==> src/rtl/if_fetch.sv <==
// Instruction fetch stage: holds the PC, issues in-order 4-byte fetches over req/gnt/rvalid
// and buffers returned words in a small FIFO that feeds decode over valid/ready.
module if_fetch #(
  parameter int              XLEN       = 64,
  parameter logic [XLEN-1:0] RESET_PC   = 64'h0000_0000_8000_0000,
  parameter int              FIFO_DEPTH = 2
) (
  input  logic            clk_i,
  input  logic            rst_i,
  output logic            imem_req_o,
  output logic [XLEN-1:0] imem_addr_o,
  input  logic            imem_gnt_i,
  input  logic            imem_rvalid_i,
  input  logic [31:0]     imem_rdata_i,
  input  logic            redirect_i,
  input  logic [XLEN-1:0] redirect_pc_i,
  output logic            id_valid_o,
  input  logic            id_ready_i,
  output logic [31:0]     id_instr_o,
  output logic [XLEN-1:0] id_pc_o
);

  localparam int PW = $clog2(FIFO_DEPTH);
  localparam int CW = $clog2(FIFO_DEPTH + 1);
  localparam logic [CW:0]   DEPTH_W = (CW+1)'(FIFO_DEPTH);
  localparam logic [CW-1:0] FULL_W  = CW'(FIFO_DEPTH);

  logic [XLEN-1:0] pc_q;
  logic [CW-1:0]   outstanding_q;
  logic [CW-1:0]   drop_q;
  logic [CW-1:0]   count_q;
  logic [PW-1:0]   rd_ptr_q;
  logic [PW-1:0]   wr_ptr_q;
  logic [31:0]     instr_q [FIFO_DEPTH];
  logic [XLEN-1:0] ipc_q   [FIFO_DEPTH];

  logic            pop;
  logic            grant;
  logic            push;
  logic            drop_resp;
  logic [CW:0]     committed;
  logic [XLEN-1:0] resp_pc;
  logic            unused_rpc_lsb;

  assign unused_rpc_lsb = ^redirect_pc_i[1:0];

  assign id_valid_o  = (count_q != '0) & !redirect_i;
  assign pop         = id_valid_o & id_ready_i;
  assign id_instr_o  = instr_q[rd_ptr_q];
  assign id_pc_o     = ipc_q[rd_ptr_q];
  assign imem_addr_o = pc_q;

  // Buffer slots already spoken for; a new request is only allowed if its word has a home.
  assign committed  = {1'b0, count_q} + {1'b0, outstanding_q} - (CW+1)'(pop);
  assign imem_req_o = !rst_i & !redirect_i & (committed < DEPTH_W);
  assign grant      = imem_req_o & imem_gnt_i;

  assign drop_resp = imem_rvalid_i & (drop_q != '0);
  assign push      = imem_rvalid_i & !redirect_i & (drop_q == '0);

  // Live (non-dropped) requests were issued consecutively and end just below pc_q,
  // so the oldest of them, which is the one now responding, sits that many words back.
  assign resp_pc = pc_q - (XLEN'(outstanding_q - drop_q) << 2);

  always_ff @(posedge clk_i or posedge rst_i) begin
    if (rst_i) begin
      pc_q          <= RESET_PC;
      outstanding_q <= '0;
      drop_q        <= '0;
      count_q       <= '0;
      rd_ptr_q      <= '0;
      wr_ptr_q      <= '0;
      for (int i = 0; i < FIFO_DEPTH; i++) begin
        instr_q[i] <= '0;
        ipc_q[i]   <= '0;
      end
    end else begin
      outstanding_q <= outstanding_q + CW'(grant) - CW'(imem_rvalid_i);
      if (redirect_i) begin
        pc_q     <= {redirect_pc_i[XLEN-1:2], 2'b00};
        drop_q   <= outstanding_q - CW'(imem_rvalid_i);
        count_q  <= '0;
        rd_ptr_q <= '0;
        wr_ptr_q <= '0;
      end else begin
        if (grant) begin
          pc_q <= pc_q + XLEN'(4);
        end
        if (drop_resp) begin
          drop_q <= drop_q - CW'(1);
        end
        if (push) begin
          instr_q[wr_ptr_q] <= imem_rdata_i;
          ipc_q[wr_ptr_q]   <= resp_pc;
          wr_ptr_q          <= wr_ptr_q + PW'(1);
        end
        if (pop) begin
          rd_ptr_q <= rd_ptr_q + PW'(1);
        end
        count_q <= count_q + CW'(push) - CW'(pop);
      end
    end
  end

`ifndef SYNTHESIS
  a_rvalid_credit: assert property (@(posedge clk_i) disable iff (rst_i)
    imem_rvalid_i |-> (outstanding_q != '0));
  a_push_not_full: assert property (@(posedge clk_i) disable iff (rst_i)
    push |-> (count_q != FULL_W));
  a_gnt_with_req: assert property (@(posedge clk_i) disable iff (rst_i)
    imem_gnt_i |-> imem_req_o);
`endif

endmodule

==> config.mk <==
export PLATFORM = sky130hd
export DESIGN_NAME = if_fetch
export DESIGN_NICKNAME = d
export VERILOG_FILES = /design/src/rtl/if_fetch.sv
export SDC_FILE = /design/constraint.sdc
export NUM_CORES = 1
export LEC_CHECK = 0
export CAP_MARGIN = 15
export CORE_UTILIZATION = 60
export CTS_CLUSTER_SIZE = 40
export DETAILED_ROUTE_END_ITERATION = 6
export DONT_BUFFER_PORTS = 1
export GPL_TIMING_DRIVEN = 1
export PLACE_DENSITY = 0.76
export RECOVER_POWER = 25
export SYNTH_ARGS = -nofsm -noshare
export SYNTH_HDL_FRONTEND = slang
export SYNTH_SLANG_ARGS = --single-unit
export TNS_END_PERCENT = 50
==> constraint.sdc <==
create_clock -name clk_i -period 16.66 [get_ports clk_i]
set_input_delay 3.332 -clock clk_i [delete_from_list [all_inputs] [get_ports clk_i]]
set_output_delay 3.332 -clock clk_i [all_outputs]
set_load 0.03 [all_outputs]
==> key figures <==
Status
  • Status: finished, violations left
  • Failing checks: capacitance limit, slew limit

Run
  • Maxcap violations: 5

Worst setup path
  • Crit path to: ipc_q[35]
  • Reg2Reg Depth: 14
  • RR Startpoint: outstanding_q[0]
  • Critical path fanouts, max: 89
  • Register-to-register setup slack: 10160 ps
  • CP required: 16270 ps
  • Critical path depth: 2
  • R2R Path End: ipc_q[122]
  • Worst setup SP type: primary input
  • Largest stage delay on the critical path: 3230 ps
  • WS Path Type: primary input to async pin
  • CP max-delay cell: clkbuf_1
  • Critical Path, Cell by Cell: clkinvlp_2, clkbuf_1
  • CP Data Arrival Time: 9000 ps
  • Launch point of the worst path: rst_i
  • CP Capture Type: async pin
  • Buffers and inverters on the worst path: 2
  • Top delay family on crit path: buffers and inverters

Synthesis
  • Synthesized instance count: 1928
  • Synth warn: 0
  • Synth area leader: dfrtp_1
  • Largest cells by area after synthesis: dfrtp_1 39%, nand2_1 10%, mux2_2 6.6%, ha_1 5.9%, o21ai_0 5.7%
  • Register area share after synthesis: 39.2%
  • Adder-cell share of the synthesized area: 6.28%
  • Number of unique standard cell types used by synthesis: 86
  • Multiplexer share of the synthesized area: 6.92%
  • Most instantiated cells after synthesis: 452 x nand2_1, 257 x dfrtp_1, 188 x o21ai_0
  • Most frequent cell after synthesis: nand2_1
  • Synth Area in Simple Gates: 22.4%
  • Largest family of logic cells by synthesized area: simple AND/OR/NAND/NOR gates
  • Synth Area in XOR/XNOR: 2.92%
  • Prevailing post-synth register cell: dfrtp_1
  • Post-synth EDFFs: 0
  • Compound-Gate Fraction of Synth Area: 18.6%
  • Share of the synthesized area in the top cell type: 39.0%
  • Asr flop ratio synth: 100%
  • Synth Register Bits: 258
  • Mapped cell area: 16500 sq um
  • Mapped Avg Cell Area: 8.55 sq um

Clock network
  • Worst-case clock buffer depth: 3
  • Hold_buf cts: 0
  • H-tree Lvls: 1
  • Clock sink count: 258
  • Reg clk slew, reported paths: 60 ps
  • TritonCTS clock tree: yes
  • Number of setup buffers added after CTS: 0
  • CTS Buf Count: 28
  • CTS root buffer: clkbuf_16
  • Post-CTS Resized: 0
  • Clk_lat worst skew: 560 ps

Power and ir drop
  • Leak pwr: 7.94 nW
  • Switching share of total power: 50.1%
  • Max VDD drop: 0.157 mV
  • Cell Pwr Density: 231 nW/um^2
  • Sequential share of power: 26.8%
  • Net Switching: 2.02 mW
  • Combinational power share: 57.8%
  • Clock power frac: 15.5%
  • Pint: 2.01 mW

Detailed routing
  • Vias per cell: 6.44
  • Number of detailed-route iterations in the first pass: 5
  • Vias: 14356
  • WL per Instance: 20.9 um
  • Drt total wl: 46.5 mm
  • Residual DRC: 0
  • Drt initial violations: 1458
  • Post-route ant nets: 0

Place
  • Placed Cells: 2176
  • Post-DP HPWL: 33.0 mm
  • Place WS: 7380 ps
  • Port bufs: 0
  • Final GP Congestion: 0.987

STA
  • Slew of the pin with the lowest slew margin: 4420 ps
  • Min Hold Slack: 470 ps
  • Clock Skews: 18.8 ps
  • Slew headroom: -195%
  • Period utilization: 56.3%
  • Endpoints failing hold: 0
  • Period minus WS final: 9390 ps
  • Setup violations, final: 0
  • RSZ-0062 raised after global routing: false
  • Setup TNS: 0 ps
  • Post-route setup slack: 7270 ps
  • Max-slew violation count: 374
  • Fmax: 0.107 GHz

Die
  • Initial Utilization: 61.2%
  • Row cnt: 60
  • IO Count: 264
  • Die Area: 28200 sq um
  • Placeable Area: 27000 sq um
  • Die X: 168 um
  • Die height: 168 um

GRT
  • Largest net degree at the start of global routing: 112
  • GRT Total Usage: 32.6%
  • Gr ovfl total: 0
  • Initial antenna violation count: 2
  • First-pass GRT wire length: 73.2 mm
  • Via count of the first global-routing pass: 13488

Final layout
  • Final core utilization: 64.7%
  • Layout Nets: 2048
  • Share of cells above drive strength 1: 9.65%
  • Layout area overhead: 5.76%
  • Layout Cells excl Fill: 2228

Hold path
  • Hold path start: instr_q[26]
  • Worst hold path type: flop to flop
[metrics by stage]
stage                     instance area (sq um)  power [mW]
after floorplan                           16500        2.87
after global placement                    16600        3.33
after detailed placement                  16600        3.40
after CTS                                 17500        4.04
after global routing                      17400        4.32
final                                     17400        4.03
[power groups by stage]
stage / combinational [mW] / clock, mW / sequential, mW
after floorplan: 1.86 / 0 / 1.02
after global placement: 2.26 / 0 / 1.07
after detailed placement: 2.31 / 0 / 1.08
after CTS: 2.33 / 0.634 / 1.07
after global routing: 2.56 / 0.658 / 1.11
final: 2.33 / 0.623 / 1.08
[placed cells by master, fill, tap and decap left out, types with 9 or more instances in the layout]
cell type and instances:
and3_1 21, dfrtp_1 256, nand3_1 65, mux2_2 96, nand4_1 38, a221oi_1 10, a21oi_1 86, o211ai_1 17
xor2_1 27, a221o_1 25, ha_1 78, o21ai_0 189, a31oi_1 15, clkbuf_1 10, o31ai_1 10, o21a_1 9
nand2b_1 13, a21o_1 32, nor2_1 83, nor4_1 19, a211oi_1 13, xnor2_1 28, inv_1 34, clkbuf_16 28
nor3_1 42, nand2_1 451, and2_1 16
[cells by family (layout without fill, tap and decap cells)]
group,count (synthesis),after routing
and+or+nand+nor,810,810
other,1,5
xor gates and xnor gates,55,55
DFF,258,258
muxes,102,102
AOI/OAI and AO/OA,477,477
adders and majority gates,81,81
buffers and inverters,144,99
[area by class of cell]
class	count	area, sq um
antenna	1	2.50
clock buffer	39	792
clock inverter	12	139
fill	2260	9510
inverter	36	136
multi-input combinational	1529	9410
sequential	258	6460
tap	341	427
timing repair buffer	12	75.1
[registers in the layout, summed over array words and instances, names as in the netlist]
register / count
wr_ptr_q: 1
rd_ptr_q: 1
ipc_q: 124
outstanding_q: 2
drop_q: 2
imem_addr_o: 62
instr_q: 64
count_q: 2
[layer usage]
| layer | up-vias | GRT usage (%) | share of wire (%) | routed length [um] |
|---|---|---|---|---|
| li1 | 6784 | - | - | - |
| met1 | 6894 | 43.2 | 42 | 19700 |
| met2 | 574 | 52.3 | 45 | 21000 |
| met3 | 102 | 7.97 | 9.0 | 4170 |
| met4 | 2 | 11.0 | 3.4 | 1560 |
| met5 | - | 0 | 0.024 | 11 |
[tightest hold or removal path: cells and delay by family (launching register included)]
family           cells  cell delay (ps)
DFF                  1              340
and+or+nand+nor      2              100
[worst min-delay path by stage]
stage | to | slack [ps] | depth (start not counted)
final | instr_q[26] | 470 | 2
after global placement | instr_q[30] | 450 | 2
after CTS | instr_q[26] | 470 | 2
after global routing | instr_q[35] | 480 | 2
after floorplan | instr_q[21] | 440 | 2
after detailed placement | instr_q[16] | 460 | 2
Power figures use the tool's default switching activity.
